===== config.mk =====
export PLATFORM = sky130hd
export DESIGN_NAME = fetch_queue
export DESIGN_NICKNAME = d
export VERILOG_FILES = /design/src/rtl/fetch_queue.sv
export SDC_FILE = /design/constraint.sdc
export NUM_CORES = 1
export LEC_CHECK = 0
export ABC_AREA = 0
export CELL_PAD_IN_SITES_DETAIL_PLACEMENT = 1
export CELL_PAD_IN_SITES_GLOBAL_PLACEMENT = 1
export CORE_AREA = 5 5 176 178
export CTS_BUF_LIST = sky130_fd_sc_hd__clkbuf_8
export DETAILED_ROUTE_END_ITERATION = 7
export DIE_AREA = 0 0 181 183
export PLACE_DENSITY_LB_ADDON = 0.1
export SKIP_CTS_REPAIR_TIMING = 1
export SLEW_MARGIN = 20
export SYNTH_ARGS = -nofsm -noshare
export SYNTH_HDL_FRONTEND = slang
export SYNTH_SLANG_ARGS = --single-unit

===== constraint.sdc =====
create_clock -name clock -period 4 [get_ports clock]
set_input_delay 1 -clock clock [delete_from_list [all_inputs] [get_ports clock]]
set_output_delay 1 -clock clock [all_outputs]
set_load 0.02 [all_outputs]

===== src/rtl/fetch_queue.sv =====
// Instruction-fetch queue: issues sequential word fetches, buffers the returned
// instructions in order with their pc, and hands {pc, instr} to decode.
// Redirects flush queued entries and discard responses still in flight.
module fetch_queue #(
  parameter logic [31:0] RESET_PC = 32'h0000_0200,
  parameter int unsigned DEPTH    = 4
) (
  input  logic        clock,
  input  logic        reset,
  output logic        req_valid,
  input  logic        req_ready,
  output logic [31:0] req_addr,
  input  logic        rsp_valid,
  output logic        rsp_ready,
  input  logic [31:0] rsp_data,
  output logic        out_valid,
  input  logic        out_ready,
  output logic [31:0] out_pc,
  output logic [31:0] out_instr,
  input  logic        redirect_valid,
  input  logic [31:0] redirect_pc
);

  localparam int unsigned AW = $clog2(DEPTH);
  localparam int unsigned PW = AW + 1;
  localparam logic [PW:0] LIMIT = (PW + 1)'(DEPTH);

  logic [31:0]   r_pc    [DEPTH];
  logic [31:0]   r_instr [DEPTH];
  logic [PW-1:0] r_alloc;
  logic [PW-1:0] r_fill;
  logic [PW-1:0] r_head;
  logic [PW-1:0] r_drop;
  logic [31:0]   r_fetch_pc;

  logic [PW-1:0] w_outstanding;
  logic [PW-1:0] w_queued;
  logic [PW-1:0] w_occ;
  logic [PW:0]   w_credit;
  logic          w_req_fire;
  logic          w_rsp_fire;
  logic          w_rsp_take;
  logic          w_out_fire;
  logic          w_unused;

  // Pointer differences, credit usage and handshake qualifiers
  always_comb begin
    w_outstanding = r_alloc - r_fill;
    w_queued      = r_fill - r_head;
    w_occ         = r_alloc - r_head;
    // Responses owed to a flushed epoch still hold credit until they return.
    w_credit      = {1'b0, w_occ} + {1'b0, r_drop};
    req_valid     = !reset && !redirect_valid && (w_credit < LIMIT);
    req_addr      = r_fetch_pc;
    rsp_ready     = !reset;
    out_valid     = !reset && !redirect_valid && (w_queued != '0);
    out_pc        = reset ? '0 : r_pc[r_head[AW-1:0]];
    out_instr     = reset ? '0 : r_instr[r_head[AW-1:0]];
    w_req_fire    = req_valid && req_ready;
    w_rsp_fire    = rsp_valid && rsp_ready;
    // A response with nothing owed is a protocol error and is ignored.
    w_rsp_take    = w_rsp_fire && ((r_drop != '0) || (w_outstanding != '0));
    w_out_fire    = out_valid && out_ready;
    // Low address bits of a redirect target are forced to zero.
    w_unused      = ^redirect_pc[1:0];
  end

  // Fetch pc, queue pointers and drop counter; redirect overrides all other events
  always_ff @(posedge clock or posedge reset) begin
    if (reset) begin
      r_fetch_pc <= RESET_PC;
      r_alloc    <= '0;
      r_fill     <= '0;
      r_head     <= '0;
      r_drop     <= '0;
    end else if (redirect_valid) begin
      r_fetch_pc <= {redirect_pc[31:2], 2'b00};
      r_head     <= r_alloc;
      r_fill     <= r_alloc;
      // Everything in flight is owed to the old epoch; a response taken this
      // cycle has already paid back one of those.
      r_drop     <= r_drop + w_outstanding - {{(PW-1){1'b0}}, w_rsp_take};
    end else begin
      if (w_req_fire) begin
        r_alloc    <= r_alloc + 1'b1;
        r_fetch_pc <= r_fetch_pc + 32'd4;
      end
      if (w_rsp_take) begin
        if (r_drop != '0) r_drop <= r_drop - 1'b1;
        else              r_fill <= r_fill + 1'b1;
      end
      if (w_out_fire) r_head <= r_head + 1'b1;
    end
  end

  // Entry storage: pc written at issue, instruction written at response
  always_ff @(posedge clock) begin
    if (w_req_fire) r_pc[r_alloc[AW-1:0]] <= r_fetch_pc;
    if (w_rsp_take && !redirect_valid && (r_drop == '0))
      r_instr[r_fill[AW-1:0]] <= rsp_data;
  end

endmodule


==> results_dict.tcl, run 1 <==
set metrics [dict create \
    grt_most_used_layer "met2" \
    area_delta_synth_final_pct 25.9 \
    die_w_um 181 \
    ys_ff_latch 290 \
    cpPeakStageDelay_ns 0.41 \
    crit_arrival_ns 2.81 \
    design.core.area_um2 29200 \
    synth_fa_ha_area_frac 0.0262 \
    synth-edff-count 248 \
    drc 0 \
    syn-cell-area_um2 12300 \
    postLayoutCellArea_um2 15500 \
    cts-buffers-inserted 48 \
    yosysSeqAreaShare 0.690 \
    grt_pass1_wl_mm 46.5 \
    ant_nets 0 \
    rows 63 \
    portBuffers 162 \
    seqCellArea_um2 8510 \
    clk_latency_ns 0.55 \
    status "finished clean" \
    endpoint_kind "output port" \
    synth_cell_types 52 \
    first_global_vias 8131 \
    ir_drop_mv 0.387 \
    multi_input_area_um2 3610 \
    syn_area_per_cell_um2 16.8 \
    clock_path_buffers 3 \
    power.leakage_nw 5.42 \
    grt.overflow.total 0 \
    yosys.area_share.simple 0.0896 \
    yosysWarnings 0 \
    die_h_um 183 \
    grt_util_met2 0.306 \
    dieArea_um2 33100 \
    max_cap_violations 0 \
    nFillCells 2797 \
    final_common_cell "edfxtp_1" \
    finalClockSkew_ns 0.0102 \
    grt_setup_unrepaired "yes" \
    setup_violations 0 \
    place_area_um2 14500 \
    fin_crit_sh 0.953 \
    synth_mux_area_frac 0.119 \
    dp_slack_ns 0.250 \
    synth-compound-area-share 0.0428 \
    fin_ws_ns 0.188 \
    grt_use_total 0.178 \
    ys.flop_type "edfxtp_1" \
    syn_inst 732 \
    crit_path_top_delay_cell "dfrtp_1" \
    min_period_ns 3.81 \
    avgViaCountPerCell 5.32 \
    cts_num_sinks 290 \
    fmax_mhz 262 \
    grt_use_met3 0.0313 \
    initial_core_util 0.421 \
    instances_no_fill 1367 \
    final_nets 1030 \
    io_pins 169 \
    cts-root-buf "clkbuf_8" \
    grt.met1_usage 0.232 \
    timing.final.max_slew_violations 0 \
    final_util 0.531 \
    p_total_mw 9.51 \
    worst-path-max-fanout 3 \
    vias 7267 \
    drive_gt1_frac 0.183 \
    start_kind "flip-flop" \
    worst_pin_slew_ns 0.697 \
    drt-wirelength-per-cell_um 21.6 \
    async_reset_ff_frac 0.145 \
    h-tree-depth 2 \
    place_inst 1276 \
    synth_top_family_by_area "multiplexers" \
    antenna_found_initial 2 \
    hold_viol 0 \
    synth_xor_area_frac 0.0125 \
    drt_first_pass_iters 4 \
    maxSlewHeadroom 0.535 \
    min_path_type "reg -> reg" \
    drt-initial-drc-count 394 \
    dpl.hpwl_mm 18.8 \
    cp.required_ns 3.00 \
    final_cell_mix "edfxtp_1 (248), clkdlybuf4s50_1 (158), and2_1 (67)" \
    crit_type "reg -> out" \
    grt_start_max_net_pins 68 \
    crit_chain "inv_1 -> ha_1 -> inv_1 -> fa_1 -> xor2_1 -> xnor2_1 -> ha_1 -> nor3_2 -> and3_1 -> clkbuf_2" \
    clk_transition_reported_paths_ns 0.06 \
    wl_mm 29.6 \
    power_density_nw_per_um2 612 \
    cts_tree "built" \
    place_congestion 0.752 \
]
-- critical path, delay by kind of cell (launching register included) --
family	cells	cell delay, ns
XOR/XNOR	2	0.34
adder cells (fa/ha/maj)	3	0.79
buffers and inverters	3	0.32
flip-flops	1	0.41
AND/OR/NAND/NOR	2	0.41
-- metrics by stage --
stage | hold WS (ns) | TNS [ns]
after floorplan | 0.510 | 0
after global placement | 0.527 | 0
after detailed placement | 0.527 | 0
after CTS | 0.549 | -0.380
after global routing | 0.577 | -0.00467
final | 0.537 | 0
-- layer usage --
metal / wire length (µm) / part of all wire / vias up
li1: - / - / 3264
met1: 12700 / 0.43 / 3780
met2: 15000 / 0.51 / 165
met3: 1130 / 0.038 / 58
met4: 750 / 0.025 / 0
met5: 0 / 0 / -
-- registers in the layout, indices dropped and copies added, names as in the netlist --
| register | count |
|---|---|
| r_head | 3 |
| r_instr | 128 |
| req_addr | 30 |
| r_drop | 3 |
| r_fill | 3 |
| r_pc | 120 |
| r_alloc | 3 |
-- report_power, final --
part / internal [mW] / leakage (nW) / total [mW] / switching [mW]
Clock: 1.45 / 0.519 / 2.62 / 1.16
Combinational: 1.52 / 2.16 / 3.04 / 1.52
Sequential: 3.58 / 2.74 / 3.85 / 0.264
-- Yosys cell counts (all sizes together), types with 10 or more instances --
cell | n | area (µm²)
nand2 | 45 | 176
dfrtp | 41 | 1030
o21ai | 20 | 100
nor2 | 17 | 63.8
buf | 14 | 77.6
inv | 18 | 67.6
o211ai | 11 | 82.6
o311ai | 10 | 87.6
and2 | 74 | 463
edfxtp | 248 | 7450
ha | 21 | 263
clkbuf | 26 | 97.6
nand4 | 10 | 68.8
nand3 | 20 | 100
mux4 | 62 | 1400
xnor2 | 11 | 96.3
-- cell type report --
class / count / area share
Timing Repair Buffer: 191 / 0.121
Inverter: 18 / 0.00443
Tap cell: 390 / 0.0314
Sequential cell: 290 / 0.548
Antenna cell: 2 / 0.000322
Clock buffer: 48 / 0.0426
Clock inverter: 41 / 0.0197
Multi-Input combinational cell: 387 / 0.232
-- final timing paths --
kind	startpoint	endpoint	slack, ns	depth (start not counted)
setup / recovery	r_alloc[0]	req_valid	0.19	10
setup reg to reg	r_alloc[0]	r_drop[2]	0.55	17
hold reg to reg	req_addr[15]	r_pc[3][15]	0.54	0
min in group asynchronous	reset	req_addr[16]	0.88	3
hold / removal	req_addr[15]	r_pc[3][15]	0.54	0
max in group asynchronous	reset	r_head[1]	2.47	4
-- cell families after synthesis --
| group | Yosys count |
|---|---|
| AO/OA/AOI/OAI | 75 |
| XOR/XNOR | 16 |
| adder cells (fa/ha/maj) | 24 |
| buffers and inverters | 58 |
| flip-flops | 290 |
| multiplexers | 69 |
| other | 1 |
| AND/OR/NAND/NOR | 199 |
Power figures use the tool's default switching activity.
==> run 2: changes to the inputs <==
Settings changed: CORE_AREA 5 5 176 178 to 5 5 164 166, DIE_AREA 0 0 181 183 to 0 0 169 171, DONT_BUFFER_PORTS from default to 1.
==> run 2 against run 1 <==
  * Critical path depth down 1
  * Combinational power down 21%
  * Clock power down 7.6%
  * Total power down 7.8%
  * Global-route usage up 1.8 points
  * Core utilization up 0.82 points
  * Critical endpoint unchanged
  * Highest routed layer is now met5
==> results_dict.tcl, run 2 (synthesis results as in run 1) <==
set metrics [dict create \
    drt_first_pass_iters 6 \
    final_common_cell "edfxtp_1" \
    cp.required_ns 3.00 \
    crit_end "req_valid" \
    first_global_vias 7248 \
    drt-initial-drc-count 463 \
    worst_pin_slew_ns 0.976 \
    n_antenna_cell 0 \
    min_path_type "in -> async" \
    tns_ns 0 \
    cts-root-buf "clkbuf_8" \
    rrSetupSlack_ns 0.50 \
    portBuffers 0 \
    antenna_found_initial 3 \
    place_congestion 0.791 \
    grt_use_total 0.196 \
    clk_latency_ns 0.55 \
    drt-wirelength-per-cell_um 24.6 \
    vias 6664 \
    max_cap_violations 0 \
    min_period_ns 3.83 \
    holdWs_ns 0.340 \
    endpoint_kind "output port" \
    design.core.area_um2 25500 \
    hold_viol 0 \
    maxSlewHeadroom 0.349 \
    drive_gt1_frac 0.211 \
    dieArea_um2 28900 \
    grt_start_max_net_pins 65 \
    timing.final.max_slew_violations 0 \
    wl_mm 28.0 \
    finalClockSkew_ns 0.0307 \
    largest_register_ff_count 128 \
    final_util 0.539 \
    status "finished clean" \
    final_cell_mix "edfxtp_1 (248), and2_1 (66), mux4_2 (62)" \
    die_w_um 169 \
    fin_crit_sh 0.956 \
    r2r-end "req_addr[5]" \
    h-tree-depth 2 \
    crit_arrival_ns 2.83 \
    reg2reg_from "r_alloc[0]" \
    area_delta_synth_final_pct 11.4 \
    io_pins 169 \
    nFillCells 2403 \
    clock_path_buffers 3 \
    fmax_mhz 261 \
    power_density_nw_per_um2 639 \
    ir_drop_mv 0.369 \
    setup_violations 0 \
    reg2regPathDepth 13 \
    grt_pass1_wl_mm 43.5 \
    rows 59 \
    initial_core_util 0.484 \
    cts_tree "built" \
    crit_type "reg -> out" \
    dpl.hpwl_mm 18.0 \
    start_kind "flip-flop" \
    crit_start "r_alloc[0]" \
    cts-buffers-inserted 49 \
    ant_nets 0 \
    die_h_um 171 \
    cts_num_sinks 290 \
    avgViaCountPerCell 5.85 \
    worst-path-max-fanout 6 \
    clk_transition_reported_paths_ns 0.06 \
    grt.overflow.total 0 \
    p_total_mw 8.77 \
    power.leakage_nw 4.77 \
    drc 0 \
    final_nets 861 \
]
==> run 2: changes by cell type in the layout (fill, tap and decap cells not counted), moves of 2 or more <==
cell,delta
buf_12,+2
buf_4,-9
bufinv_16,-3
clkbuf_8,+3
clkdlybuf4s50_1,-158
clkinv_1,-12
clkinv_2,+2
diode_2,-2
inv_1,+10
==> run 2: worst max-delay path, stage by stage (launching register included) <==
cell	delay, ns
dfrtp_1	0.40
inv_1	0.19
ha_1	0.18
inv_1	0.04
fa_1	0.37
xor2_1	0.16
xnor2_1	0.13
ha_1	0.29
nor3_2	0.23
and3_4	0.28
==> run 2: report_power, final <==
| group | total (mW) | switching (mW) | leakage [nW] | internal (mW) |
|---|---|---|---|---|
| logic | 2.40 | 1.33 | 1.49 | 1.07 |
| clock network | 2.42 | 1.11 | 0.539 | 1.31 |
| registers | 3.94 | 0.360 | 2.74 | 3.58 |
| total | 8.77 | 2.81 | 4.77 | 5.96 |
==> run 2: worst min path at each step <==
stage	from	to	slack (ns)	cells after the start
2_1_floorplan	r_alloc[2]	r_alloc[2]	0.51	1
3_3_place_gp	r_alloc[2]	r_alloc[2]	0.60	1
3_5_place_dp	r_alloc[2]	r_alloc[2]	0.61	1
4_1_cts	reset	r_alloc[0]	0.32	1
5_1_grt	reset	r_alloc[0]	0.34	1
6_report	reset	r_alloc[0]	0.34	1
==> run 2: layout make-up <==
type / instances / area, µm² / share of cell area
sequential: 290 / 8500 / 0.620
timing repair buffer: 21 / 208 / 0.0151
clock buffer: 51 / 702 / 0.0511
clock inverter: 37 / 208 / 0.0151
multi-input combinational: 387 / 3610 / 0.263
inverter: 18 / 70.1 / 0.00510
tap: 335 / 419 / 0.0305
==> run 2: metrics by stage <==
stage | worst slack [ns] | area [µm²] | instances
after floorplan | 0.181 | 12300 | 735
after detailed placement | 0.474 | 12800 | 1051
final | 0.174 | 13700 | 1139
after global routing | -0.0198 | 13700 | 1139
after global placement | 0.550 | 12800 | 1051
after CTS | -0.00913 | 13700 | 1139
==> run 2: routing by layer <==
metal | track usage | vias up | share of wire
met2 | 0.321 | 183 | 0.50
met4 | 0.0494 | 6 | 0.015
met1 | 0.259 | 3490 | 0.41
li1 | - | 2937 | -
met3 | 0.0596 | 48 | 0.073
met5 | 0 | - | 0.0016
==> run 3: changes to the inputs <==
Settings changed: CORE_AREA 5 5 164 166 to 5 5 194 196, DIE_AREA 0 0 169 171 to 0 0 199 201.
==> run 3 against run 2 <==
  * Critical path depth unchanged
  * Register-to-register slack better by 0.14 ns
  * Final area up 1.7%
  * Die area up 38%
  * Routed wire length up 10%
  * Clock power up 2%
==> results_dict.tcl, run 3 (synthesis results as in run 1) <==
set metrics [dict create \
    area_delta_synth_final_pct 13.3 \
    dp_slack_ns 0.436 \
    start_kind "flip-flop" \
    final_cell_mix "edfxtp_1 (248), and2_1 (66), mux4_2 (62)" \
    multi_input_area_um2 3610 \
    cp.required_ns 3.00 \
    rows 70 \
    holdWs_ns 0.213 \
    place_inst 1185 \
    ant_nets 0 \
    drt-initial-drc-count 322 \
    crit_family "adder cells" \
    cts_tree "built" \
    place_area_um2 13000 \
    tns_ns 0 \
    worst-path-max-fanout 3 \
    clk_transition_reported_paths_ns 0.06 \
    crit_chain "inv_1 -> ha_1 -> inv_1 -> fa_1 -> xor2_1 -> xnor2_1 -> ha_1 -> nor3_1 -> and3_2" \
    instances_no_fill 1278 \
    avgViaCountPerCell 5.22 \
    status "finished clean" \
    fin_ws_ns 0.212 \
    max_cap_violations 0 \
    clk_latency_ns 0.58 \
    drive_gt1_frac 0.216 \
    grt_use_total 0.156 \
    grt_pass1_wl_mm 47.5 \
    first_global_vias 7548 \
    power.leakage_nw 4.81 \
    grt_start_max_net_pins 66 \
    grt_setup_unrepaired "no" \
    dpl.hpwl_mm 19.8 \
    power_density_nw_per_um2 635 \
    die_h_um 201 \
    drc 0 \
    postLayoutCellArea_um2 14000 \
    min_path_type "in -> async" \
    cts-root-buf "clkbuf_8" \
    crit_type "reg -> out" \
    drt-wirelength-per-cell_um 24.1 \
    grt.overflow.total 0 \
    seqCellArea_um2 8510 \
    p_total_mw 8.86 \
    vias 6674 \
    place_congestion 0.769 \
    setup_violations 0 \
    design.core.area_um2 35900 \
    fmax_mhz 264 \
    min_period_ns 3.79 \
    die_w_um 199 \
    crit_path_top_delay_cell "dfrtp_1" \
    final_common_cell "edfxtp_1" \
    largest_register_ff_count 128 \
    timing.final.max_slew_violations 0 \
    antenna_found_initial 2 \
    crit_arrival_ns 2.79 \
    nFillCells 3586 \
    initial_core_util 0.343 \
    h-tree-depth 2 \
    dieArea_um2 40000 \
    final_nets 864 \
    worst_pin_slew_ns 1.03 \
    critPathBufInv 2 \
    cts_num_sinks 290 \
    final_util 0.389 \
    portBuffers 0 \
    ir_drop_mv 0.359 \
    cts-buffers-inserted 51 \
    clock_path_buffers 3 \
    maxSlewHeadroom 0.311 \
    n_antenna_cell 0 \
    endpoint_kind "output port" \
    drt_first_pass_iters 6 \
    finalClockSkew_ns 0.0209 \
    cpPeakStageDelay_ns 0.40 \
    fin_crit_sh 0.947 \
    io_pins 169 \
    hold_viol 0 \
    wl_mm 30.8 \
]
-- run 3: metal layers --
| metal | track usage | up-vias | wire, µm |
|---|---|---|---|
| met4 | 0.0401 | 4 | 580 |
| met1 | 0.202 | 3532 | 12900 |
| met3 | 0.0450 | 49 | 1880 |
| li1 | - | 2948 | - |
| met2 | 0.259 | 141 | 15400 |
| met5 | 0 | - | 19 |
-- run 3: final timing paths --
| path | cells past startpoint | from | end | slack [ns] |
|---|---|---|---|---|
| max in group asynchronous | 2 | reset | req_addr[31] | 3.21 |
| min | 1 | reset | req_addr[16] | 0.21 |
| max reg2reg | 17 | r_alloc[0] | r_drop[2] | 0.64 |
| min in group clock | 0 | rsp_data[25] | r_instr[1][25] | 0.51 |
| max | 9 | r_alloc[0] | req_valid | 0.21 |
| min reg2reg | 1 | r_alloc[2] | r_alloc[2] | 0.58 |
-- run 3: where the power goes --
group	internal [mW]	leakage (nW)	switching, mW
logic	1.08	1.51	1.36
clock network	1.27	0.558	1.20
registers	3.58	2.74	0.375
total	5.93	4.81	2.93
-- run 3: cell type report --
class / count / share of cell area
sequential: 290 / 0.609
multi-input combinational: 387 / 0.258
clock buffer: 55 / 0.0542
tap: 468 / 0.0419
timing repair buffer: 22 / 0.0190
clock inverter: 38 / 0.0119
inverter: 18 / 0.00502
-- run 3: worst register-to-register path: stages (launching register included) --
cell and delay (ns):
dfrtp_1 0.38, inv_1 0.07, buf_4 0.15, ha_1 0.21
fa_1 0.38, xnor3_1 0.27, nand3_1 0.14, nor2_1 0.12
nor2_1 0.05, ha_1 0.26, inv_1 0.04, ha_1 0.18
fa_1 0.38, xor2_1 0.20, xnor2_1 0.16, xor2_1 0.17
nand2_1 0.06, o21ai_0 0.06
